### config.mk
export PLATFORM = sky130hd
export DESIGN_NAME = vx_barrier_sched_flat
export DESIGN_NICKNAME = d
export VERILOG_FILES = /design/src/rtl/vx_barrier_sched_pkg.sv /design/src/rtl/vx_barrier_sched_if.sv /design/src/rtl/vx_barrier_sched_slot.sv /design/src/rtl/vx_barrier_sched.sv /design/src/flat_wrapper.sv
export SDC_FILE = /design/constraint.sdc
export NUM_CORES = 1
export LEC_CHECK = 0
export BUFFER_PORTS_ARGS = -buffer_cell sky130_fd_sc_hd__clkbuf_2
export CORE_ASPECT_RATIO = 0.8
export CORE_MARGIN = 8
export CORE_UTILIZATION = 64
export DETAILED_ROUTE_END_ITERATION = 8
export PLACE_DENSITY = 0.84
export SYNTH_ARGS = -nofsm -noshare
export SYNTH_HDL_FRONTEND = slang
export SYNTH_SLANG_ARGS = --single-unit
### constraint.sdc
create_clock -name clk -period 3.6 [get_ports clk]
set_input_delay 0.72 -clock clk [delete_from_list [all_inputs] [get_ports clk]]
set_output_delay 0.72 -clock clk [all_outputs]
set_load 0.01 [all_outputs]
### src/rtl/vx_barrier_sched_pkg.sv
// Shared types for the warp barrier scheduler: slot-state encoding and a width helper.
package vx_barrier_sched_pkg;

   typedef enum logic [1:0] {
      BAR_IDLE    = 2'd0,
      BAR_COLLECT = 2'd1,
      BAR_GWAIT   = 2'd2
   } bar_state_t;

   function automatic int bits_min1(input int n);
      return (n > 1) ? $clog2(n) : 1;
   endfunction

endpackage

### src/rtl/vx_barrier_sched_if.sv
// Arrival / release / global-barrier bundle between GPU unit, scheduler and warp scheduler.
// Global-barrier signals exist only when VX_BARRIER_GLOBAL_EN is defined.
interface vx_barrier_sched_if
   import vx_barrier_sched_pkg::*;
#(
   parameter int NUM_WARPS    = 4,
   parameter int NUM_BARRIERS = 4
);
   localparam int NW_BITS = bits_min1(NUM_WARPS);
   localparam int NB_BITS = bits_min1(NUM_BARRIERS);

   logic                 req_valid;
   logic                 req_ready;
   logic [NW_BITS-1:0]   req_wid;
   logic [NB_BITS-1:0]   req_id;
   logic [NW_BITS-1:0]   req_size_m1;
   logic                 req_is_global;
   logic                 rel_valid;
   logic                 rel_ready;
   logic [NB_BITS-1:0]   rel_id;
   logic [NUM_WARPS-1:0] rel_wmask;
   logic [NUM_WARPS-1:0] stalled_wmask;
   logic                 err;
`ifdef VX_BARRIER_GLOBAL_EN
   logic                 gbar_req_valid;
   logic [NB_BITS-1:0]   gbar_req_id;
   logic [NW_BITS-1:0]   gbar_req_size_m1;
   logic                 gbar_req_ready;
   logic                 gbar_rsp_valid;
   logic [NB_BITS-1:0]   gbar_rsp_id;

   modport master (
      output req_valid, req_wid, req_id, req_size_m1, req_is_global, rel_ready,
             gbar_req_ready, gbar_rsp_valid, gbar_rsp_id,
      input  req_ready, rel_valid, rel_id, rel_wmask, stalled_wmask, err,
             gbar_req_valid, gbar_req_id, gbar_req_size_m1
   );
   modport slave (
      input  req_valid, req_wid, req_id, req_size_m1, req_is_global, rel_ready,
             gbar_req_ready, gbar_rsp_valid, gbar_rsp_id,
      output req_ready, rel_valid, rel_id, rel_wmask, stalled_wmask, err,
             gbar_req_valid, gbar_req_id, gbar_req_size_m1
   );
`else
   modport master (
      output req_valid, req_wid, req_id, req_size_m1, req_is_global, rel_ready,
      input  req_ready, rel_valid, rel_id, rel_wmask, stalled_wmask, err
   );
   modport slave (
      input  req_valid, req_wid, req_id, req_size_m1, req_is_global, rel_ready,
      output req_ready, rel_valid, rel_id, rel_wmask, stalled_wmask, err
   );
`endif
endinterface

### src/rtl/vx_barrier_sched_slot.sv
// One barrier slot: arrival mask, arrival counter and IDLE/COLLECT/GWAIT state machine.
// GWAIT handling is compiled in only with VX_BARRIER_GLOBAL_EN.
module vx_barrier_sched_slot
   import vx_barrier_sched_pkg::*;
#(
   parameter int NUM_WARPS = 4,
   parameter int NW_BITS   = 2
) (
   input  logic                 clk,
   input  logic                 reset,
   input  logic                 arr_valid_i,
   input  logic [NW_BITS-1:0]   arr_wid_i,
   input  logic [NW_BITS-1:0]   arr_size_m1_i,
`ifdef VX_BARRIER_GLOBAL_EN
   input  logic                 arr_is_global_i,
   input  logic                 rsp_hit_i,
   input  logic                 send_ack_i,
   output logic                 gwait_o,
   output logic                 sent_o,
   output logic [NW_BITS-1:0]   size_m1_o,
`endif
   output logic [NUM_WARPS-1:0] wmask_o,
   output logic                 done_o,
   output logic [NUM_WARPS-1:0] done_wmask_o,
   output logic                 err_o
);
   typedef struct packed {
      bar_state_t           state;
      logic [NUM_WARPS-1:0] wmask;
      logic [NW_BITS-1:0]   count;
      logic [NW_BITS-1:0]   size_m1;
      logic                 is_global;
      logic                 sent;
   } bar_slot_t;

   bar_slot_t            slot_q, slot_d;
   logic [NUM_WARPS-1:0] wbit_s, wmask_new_s;
   logic [NW_BITS-1:0]   cnt_new_s, size_eff_s;
   logic                 glob_in_s, glob_eff_s, dup_s, complete_s;

`ifdef VX_BARRIER_GLOBAL_EN
   assign glob_in_s = arr_is_global_i;
`else
   assign glob_in_s = 1'b0;
`endif

   // Next-state for arrival, global response and request-sent bookkeeping
   always_comb begin
      slot_d       = slot_q;
      err_o        = 1'b0;
      done_o       = 1'b0;
      done_wmask_o = '0;
      dup_s        = 1'b0;
      wbit_s       = NUM_WARPS'(1) << arr_wid_i;
      if (slot_q.state == BAR_IDLE) begin
         wmask_new_s = wbit_s;
         cnt_new_s   = '0;
         size_eff_s  = arr_size_m1_i;
         glob_eff_s  = glob_in_s;
      end else begin
         wmask_new_s = slot_q.wmask | wbit_s;
         cnt_new_s   = slot_q.count + NW_BITS'(1);
         size_eff_s  = slot_q.size_m1;
         glob_eff_s  = slot_q.is_global;
         dup_s       = |(slot_q.wmask & wbit_s);
      end
      complete_s = (cnt_new_s == size_eff_s);

      if (arr_valid_i) begin
         if ((slot_q.state == BAR_GWAIT) || dup_s) begin
            err_o = 1'b1;
         end else if (complete_s && !glob_eff_s) begin
            done_o       = 1'b1;
            done_wmask_o = wmask_new_s;
            slot_d       = '0;
         end else begin
            slot_d.state     = complete_s ? BAR_GWAIT : BAR_COLLECT;
            slot_d.wmask     = wmask_new_s;
            slot_d.count     = cnt_new_s;
            slot_d.size_m1   = size_eff_s;
            slot_d.is_global = glob_eff_s;
            slot_d.sent      = 1'b0;
         end
      end
`ifdef VX_BARRIER_GLOBAL_EN
      else if (rsp_hit_i && (slot_q.state == BAR_GWAIT)) begin
         done_o       = 1'b1;
         done_wmask_o = slot_q.wmask;
         slot_d       = '0;
      end else if (send_ack_i) begin
         slot_d.sent = 1'b1;
      end
`endif
      else begin
         slot_d = slot_q;
      end
   end

   // Slot state register
   always_ff @(posedge clk or posedge reset) begin
      if (reset) slot_q <= '0;
      else       slot_q <= slot_d;
   end

   assign wmask_o = slot_q.wmask;
`ifdef VX_BARRIER_GLOBAL_EN
   assign gwait_o   = (slot_q.state == BAR_GWAIT);
   assign sent_o    = slot_q.sent;
   assign size_m1_o = slot_q.size_m1;
`endif
endmodule

### src/rtl/vx_barrier_sched.sv
// Warp barrier scheduler top: slot array, single-entry release register, sticky error.
// Define VX_BARRIER_GLOBAL_EN to add the global-barrier request/response path.
module vx_barrier_sched
   import vx_barrier_sched_pkg::*;
#(
   parameter int NUM_WARPS    = 4,
   parameter int NUM_BARRIERS = 4
) (
   input  logic              clk,
   input  logic              reset,
   vx_barrier_sched_if.slave bus
);
   localparam int NW_BITS = bits_min1(NUM_WARPS);
   localparam int NB_BITS = bits_min1(NUM_BARRIERS);

   logic [NUM_BARRIERS-1:0] arr_hit_s, done_s, err_s;
   logic [NUM_WARPS-1:0]    wmask_s      [NUM_BARRIERS];
   logic [NUM_WARPS-1:0]    done_wmask_s [NUM_BARRIERS];
   logic                    fire_s, rsp_blk_s, rel_hit_s, err_hit_s;
   logic [NB_BITS-1:0]      rel_id_s;
   logic [NUM_WARPS-1:0]    rel_mask_s, stall_s;

   logic                    rel_valid_q, rel_valid_d, err_q, err_d;
   logic [NB_BITS-1:0]      rel_id_q, rel_id_d;
   logic [NUM_WARPS-1:0]    rel_wmask_q, rel_wmask_d;

`ifdef VX_BARRIER_GLOBAL_EN
   logic [NUM_BARRIERS-1:0] gwait_s, sent_s, rsp_hit_s, send_ack_s;
   logic [NW_BITS-1:0]      size_s [NUM_BARRIERS];
   logic                    gv_s;
   logic [NB_BITS-1:0]      gid_s;
   logic [NW_BITS-1:0]      gsize_s;

   // A global response owns the release register in its cycle
   assign rsp_blk_s = bus.gbar_rsp_valid;
`else
   logic unused_glob_s;
   assign unused_glob_s = bus.req_is_global;
   assign rsp_blk_s     = 1'b0;
`endif

   assign bus.req_ready = (~rel_valid_q | bus.rel_ready) & ~rsp_blk_s;
   assign fire_s        = bus.req_valid & bus.req_ready;

   for (genvar gi = 0; gi < NUM_BARRIERS; gi++) begin : g_slot
      assign arr_hit_s[gi] = fire_s && (bus.req_id == NB_BITS'(gi));
`ifdef VX_BARRIER_GLOBAL_EN
      assign rsp_hit_s[gi]  = bus.gbar_rsp_valid && (bus.gbar_rsp_id == NB_BITS'(gi));
      assign send_ack_s[gi] = gv_s && bus.gbar_req_ready && (gid_s == NB_BITS'(gi));
`endif
      vx_barrier_sched_slot #(.NUM_WARPS(NUM_WARPS), .NW_BITS(NW_BITS)) u_slot (
         .clk           (clk),
         .reset         (reset),
         .arr_valid_i   (arr_hit_s[gi]),
         .arr_wid_i     (bus.req_wid),
         .arr_size_m1_i (bus.req_size_m1),
`ifdef VX_BARRIER_GLOBAL_EN
         .arr_is_global_i (bus.req_is_global),
         .rsp_hit_i     (rsp_hit_s[gi]),
         .send_ack_i    (send_ack_s[gi]),
         .gwait_o       (gwait_s[gi]),
         .sent_o        (sent_s[gi]),
         .size_m1_o     (size_s[gi]),
`endif
         .wmask_o       (wmask_s[gi]),
         .done_o        (done_s[gi]),
         .done_wmask_o  (done_wmask_s[gi]),
         .err_o         (err_s[gi])
      );
   end

   // At most one slot completes per cycle, so an OR-merge selects it
   always_comb begin
      rel_hit_s  = 1'b0;
      rel_id_s   = '0;
      rel_mask_s = '0;
      stall_s    = '0;
      err_hit_s  = 1'b0;
      for (int i = 0; i < NUM_BARRIERS; i++) begin
         stall_s   = stall_s | wmask_s[i];
         err_hit_s = err_hit_s | err_s[i];
         if (done_s[i]) begin
            rel_hit_s  = 1'b1;
            rel_id_s   = NB_BITS'(i);
            rel_mask_s = rel_mask_s | done_wmask_s[i];
         end else begin
            rel_mask_s = rel_mask_s;
         end
      end
   end

`ifdef VX_BARRIER_GLOBAL_EN
   // Lowest-index GWAIT slot whose request has not yet been accepted
   always_comb begin
      gv_s    = 1'b0;
      gid_s   = '0;
      gsize_s = '0;
      for (int i = NUM_BARRIERS - 1; i >= 0; i--) begin
         if (gwait_s[i] && !sent_s[i]) begin
            gv_s    = 1'b1;
            gid_s   = NB_BITS'(i);
            gsize_s = size_s[i];
         end else begin
            gv_s = gv_s;
         end
      end
   end

   assign bus.gbar_req_valid   = gv_s;
   assign bus.gbar_req_id      = gid_s;
   assign bus.gbar_req_size_m1 = gsize_s;
`endif

   // Release register: reload wins over drain, giving back-to-back releases
   always_comb begin
      rel_valid_d = rel_valid_q;
      rel_id_d    = rel_id_q;
      rel_wmask_d = rel_wmask_q;
      err_d       = err_q | err_hit_s;
      if (rel_hit_s) begin
         rel_valid_d = 1'b1;
         rel_id_d    = rel_id_s;
         rel_wmask_d = rel_mask_s;
      end else if (rel_valid_q && bus.rel_ready) begin
         rel_valid_d = 1'b0;
      end else begin
         rel_valid_d = rel_valid_q;
      end
   end

   // Release and error registers
   always_ff @(posedge clk or posedge reset) begin
      if (reset) begin
         rel_valid_q <= 1'b0;
         rel_id_q    <= '0;
         rel_wmask_q <= '0;
         err_q       <= 1'b0;
      end else begin
         rel_valid_q <= rel_valid_d;
         rel_id_q    <= rel_id_d;
         rel_wmask_q <= rel_wmask_d;
         err_q       <= err_d;
      end
   end

   assign bus.rel_valid     = rel_valid_q;
   assign bus.rel_id        = rel_id_q;
   assign bus.rel_wmask     = rel_wmask_q;
   assign bus.stalled_wmask = stall_s;
   assign bus.err           = err_q;
endmodule

### src/flat_wrapper.sv
// flat-port wrapper written by rule: the top's interface ports become plain ports
module vx_barrier_sched_flat import vx_barrier_sched_pkg::*;
#(
   parameter int NUM_WARPS    = 4,
   parameter int NUM_BARRIERS = 4
)
  (clk, reset, bus_req_valid, bus_req_wid, bus_req_id, bus_req_size_m1, bus_req_is_global, bus_rel_ready, bus_req_ready, bus_rel_valid, bus_rel_id, bus_rel_wmask, bus_stalled_wmask, bus_err);
  vx_barrier_sched_if #(.NUM_WARPS(NUM_WARPS), .NUM_BARRIERS(NUM_BARRIERS)) bus_i ();
  input  logic clk;
  input  logic reset;
  input wire logic [$bits(bus_i.req_valid)-1:0] bus_req_valid;
  input wire logic [$bits(bus_i.req_wid)-1:0] bus_req_wid;
  input wire logic [$bits(bus_i.req_id)-1:0] bus_req_id;
  input wire logic [$bits(bus_i.req_size_m1)-1:0] bus_req_size_m1;
  input wire logic [$bits(bus_i.req_is_global)-1:0] bus_req_is_global;
  input wire logic [$bits(bus_i.rel_ready)-1:0] bus_rel_ready;
  output wire logic [$bits(bus_i.req_ready)-1:0] bus_req_ready;
  output wire logic [$bits(bus_i.rel_valid)-1:0] bus_rel_valid;
  output wire logic [$bits(bus_i.rel_id)-1:0] bus_rel_id;
  output wire logic [$bits(bus_i.rel_wmask)-1:0] bus_rel_wmask;
  output wire logic [$bits(bus_i.stalled_wmask)-1:0] bus_stalled_wmask;
  output wire logic [$bits(bus_i.err)-1:0] bus_err;
  assign bus_i.req_valid = bus_req_valid;
  assign bus_i.req_wid = bus_req_wid;
  assign bus_i.req_id = bus_req_id;
  assign bus_i.req_size_m1 = bus_req_size_m1;
  assign bus_i.req_is_global = bus_req_is_global;
  assign bus_i.rel_ready = bus_rel_ready;
  assign bus_req_ready = bus_i.req_ready;
  assign bus_rel_valid = bus_i.rel_valid;
  assign bus_rel_id = bus_i.rel_id;
  assign bus_rel_wmask = bus_i.rel_wmask;
  assign bus_stalled_wmask = bus_i.stalled_wmask;
  assign bus_err = bus_i.err;
  vx_barrier_sched #(.NUM_WARPS(NUM_WARPS), .NUM_BARRIERS(NUM_BARRIERS)) u_core (.clk(clk), .reset(reset), .bus(bus_i));
endmodule
==> results.json <==
{
  "worst_setup_path_start_kind": "input pin",
  "slew_violations": 0,
  "r2r_slack_ps": 1410,
  "critical_path_class": "input pin to flip-flop",
  "grt_pass1_vias": 2297,
  "setup_viol": 0,
  "cp-end-kind": "flip-flop",
  "post-dp-hpwl_mm": 5.19,
  "cp_top_family": "compound AO/OA/AOI/OAI gates",
  "power_density_nw_per_um2": 705,
  "min-delay-path-class": "flip-flop to flip-flop",
  "syn_inst": 302,
  "fin_tns_setup_ps": 0,
  "crit_start": "bus_req_wid[0]",
  "fp.dieH_microns": 77.0,
  "critPathMaxFanout": 14,
  "path_cells": "clkbuf_2, nand2b_1, o32ai_1, nor3_2, buf_4, a22oi_2, nand2_2, mux2_4",
  "crit_required_ps": 3790,
  "cp_data_arrival_time_ps": 2610,
  "antenna_left": 0,
  "regToRegEndpoint": "u_core.bus.rel_wmask[3]$_DFFE_PP0P_",
  "numCtsBuffers": 5,
  "syn-cell-area_sq_um": 2970,
  "clockRootBuffer": "clkbuf_8",
  "place_inst": 375,
  "cts_tree": "built",
  "fin_skew_ps": 8.00,
  "post-route-min-period_ps": 2430,
  "finalHoldViolations": 0,
  "clock.fmax_ghz": 0.412,
  "wl_per_cell_microns": 18.3,
  "clk_latency_ps": 300,
  "ys_seq_area_frac": 0.438,
  "rr_worst_depth": 6,
  "drtIter0Drc": 206,
  "grt_overflow": 0,
  "ioPinCount": 24,
  "rows": 22,
  "period_share": 0.675,
  "r2r_start": "u_core.bus.rel_valid$_DFFE_PP0P_",
  "grt_pass1_wl_mm": 11.5,
  "grt_use_total": 0.199,
  "clockBufferDepth": 2,
  "post_cts.repair.setup_buffers": 0,
  "busiest_layer": "met2",
  "maxCapViolations": 0,
  "drt_wl_total_mm": 6.98,
  "final_cells": 382,
  "hold-path-endpoint": "u_core.bus.err$_DFF_PP0_",
  "drive_gt1_frac": 0.168,
  "cts_resized": 0,
  "core_sq_um": 4540,
  "synthArstFlopShare": 1.00,
  "cts-hold-fix-buffers": 0,
  "gr-usage-met1": 0.285,
  "worst_ir_drop_vdd_mv": 0.369,
  "hold_start": "u_core.bus.err$_DFF_PP0_",
  "path_clk_slew_ps": 90,
  "areaGrowthSynthToFinish_pct": 6.90,
  "ys.flop_type": "dfrtp_1",
  "crit_slowest_cell": "o32ai_1",
  "p_leak_nw": 1.39,
  "place_congestion": 0.926,
  "die_w_microns": 92.2,
  "drc": 0,
  "ys_ff_latch": 52,
  "avgSynthCellArea_sq_um": 9.85,
  "portBuffers": 22,
  "num_vias": 2470,
  "use_met3": 0.0525,
  "crit_path_max_incr_delay_ps": 430,
  "synth_nets": 313,
  "status": "finished, final reports clean",
  "dieArea_sq_um": 7100,
  "antenna_found_initial": 0,
  "htreeDepth": 2,
  "initial_core_util": 0.655,
  "synthDistinctLibCells": 65,
  "synth_edf_count": 0,
  "dr.pass1.iters": 5,
  "antennaDiodeCount": 0,
  "via_per_inst": 6.47,
  "slew_headroom": 0.303,
  "worst-slew-pin-transition_ps": 1040,
  "rsz0062_at_grt": "false",
  "nNetsFinal": 333,
  "grt_max_degree": 53,
  "grt_util_met2": 0.287,
  "hold_depth": 1,
  "cts_num_sinks": 52,
  "yosys_warnings": 0,
  "worst-path-buf-inv": 2
}
## per-layer routing
metal  wire length, microns  share of wire
met2                   3070           0.44
met4                    123          0.018
met3                    573          0.082
met5                      0              0
met1                   3210           0.46
## stage by stage
| stage | worst slack [ps] | util | total power (W) | area (sq um) | hold WS [ps] |
|---|---|---|---|---|---|
| floorplan | 1420 | - | 0.00165 | 2970 | 469 |
| global placement | 948 | 0.683 | 0.00188 | 3100 | 460 |
| detailed placement | 898 | 0.683 | 0.00192 | 3100 | 469 |
| CTS | 1200 | 0.700 | 0.00223 | 3180 | 489 |
| global route | 1030 | 0.700 | 0.00239 | 3180 | 514 |
| finish | 1170 | 0.700 | 0.00224 | 3180 | 490 |
## worst register-to-register path: stages, from the launching register on
cell and delay, ps:
dfrtp_1 380, nand2b_1 230, nand3_1 220, o31ai_4 510, nand3b_1 280, o2111ai_1 320
mux2_4 190
## synth_stat cells, drive strengths merged (4+ instances only)
| master | n | area (sq um) |
|---|---|---|
| dfrtp | 52 | 1300 |
| nand2 | 35 | 134 |
| o21ai | 21 | 109 |
| nor2 | 19 | 71.3 |
| mux2i | 13 | 134 |
| a21oi | 12 | 60.1 |
| inv | 10 | 37.5 |
| buf | 9 | 68.8 |
| nand3 | 9 | 45.0 |
| nor2b | 9 | 56.3 |
| nand2b | 8 | 50.1 |
| a22o | 7 | 61.3 |
| nor3 | 7 | 56.3 |
| o22ai | 7 | 56.3 |
| nand4 | 6 | 37.5 |
| o2bb2ai | 6 | 52.6 |
| or2 | 6 | 40.0 |
| a32o | 5 | 50.1 |
| and2 | 4 | 25.0 |
| nand3b | 4 | 30.0 |
| o31ai | 4 | 48.8 |
| or4 | 4 | 30.0 |
## power by group
part           leakage (nW)  internal (W)  switching, W
Combinational         0.685      0.000396      0.000540
Clock                0.0410      0.000133      0.000183
Sequential            0.662      0.000779      0.000210
## worst max path at each step
stage	depth (start not counted)	endpoint	slack, ps
after global routing	7	u_core.bus.rel_wmask[0]$_DFFE_PP0P_	1030
final	8	u_core.bus.rel_wmask[2]$_DFFE_PP0P_	1170
after floorplan	7	u_core.bus.rel_wmask[0]$_DFFE_PP0P_	1420
after global placement	8	u_core.bus.rel_wmask[3]$_DFFE_PP0P_	950
after CTS	8	u_core.bus.rel_wmask[2]$_DFFE_PP0P_	1200
after detailed placement	8	u_core.bus.rel_wmask[2]$_DFFE_PP0P_	900
## cells by family after synthesis
logic type | Yosys count | share of synthesized area
and+or+nand+nor | 123 | 0.229
xor gates and xnor gates | 6 | 0.0227
buffers and inverters | 22 | 0.0395
DFF | 52 | 0.438
muxes | 16 | 0.0602
AOI/OAI and AO/OA | 83 | 0.211
## cell type report
cell class	instances	area, sq um
inverter	10	37.5
multi-input combinational	228	1560
sequential	52	1300
tap	60	75.1
fill	365	1360
clock inverter	1	5.00
clock buffer	6	72.6
timing repair buffer	25	133
## sequential cells by signal, summed over array words and instances (netlist names)
| name | cells |
|---|---|
| u_core.bus.err | 1 |
| u_core.bus.rel_id | 2 |
| u_core.bus.rel_valid | 1 |
| u_core.bus.rel_wmask | 4 |
| u_core.g_slot.u_slot.slot_q | 28 |
| u_core.g_slot.u_slot.wmask_o | 16 |
## placed cells by master, fill, tap and decap left out, types with 5 or more instances in the layout
| cell type | n |
|---|---|
| a21oi_1 | 12 |
| nand2_1 | 34 |
| inv_1 | 9 |
| nor2_1 | 19 |
| mux2i_1 | 12 |
| nand3_1 | 9 |
| nor2b_1 | 9 |
| nand2b_1 | 8 |
| o22ai_1 | 5 |
| a22o_1 | 7 |
| o21ai_0 | 17 |
| o2bb2ai_1 | 6 |
| nand4_1 | 6 |
| dfrtp_1 | 52 |
| clkbuf_8 | 5 |
| a32o_1 | 5 |
| clkbuf_2 | 22 |
(Power assumes the default switching activity.)
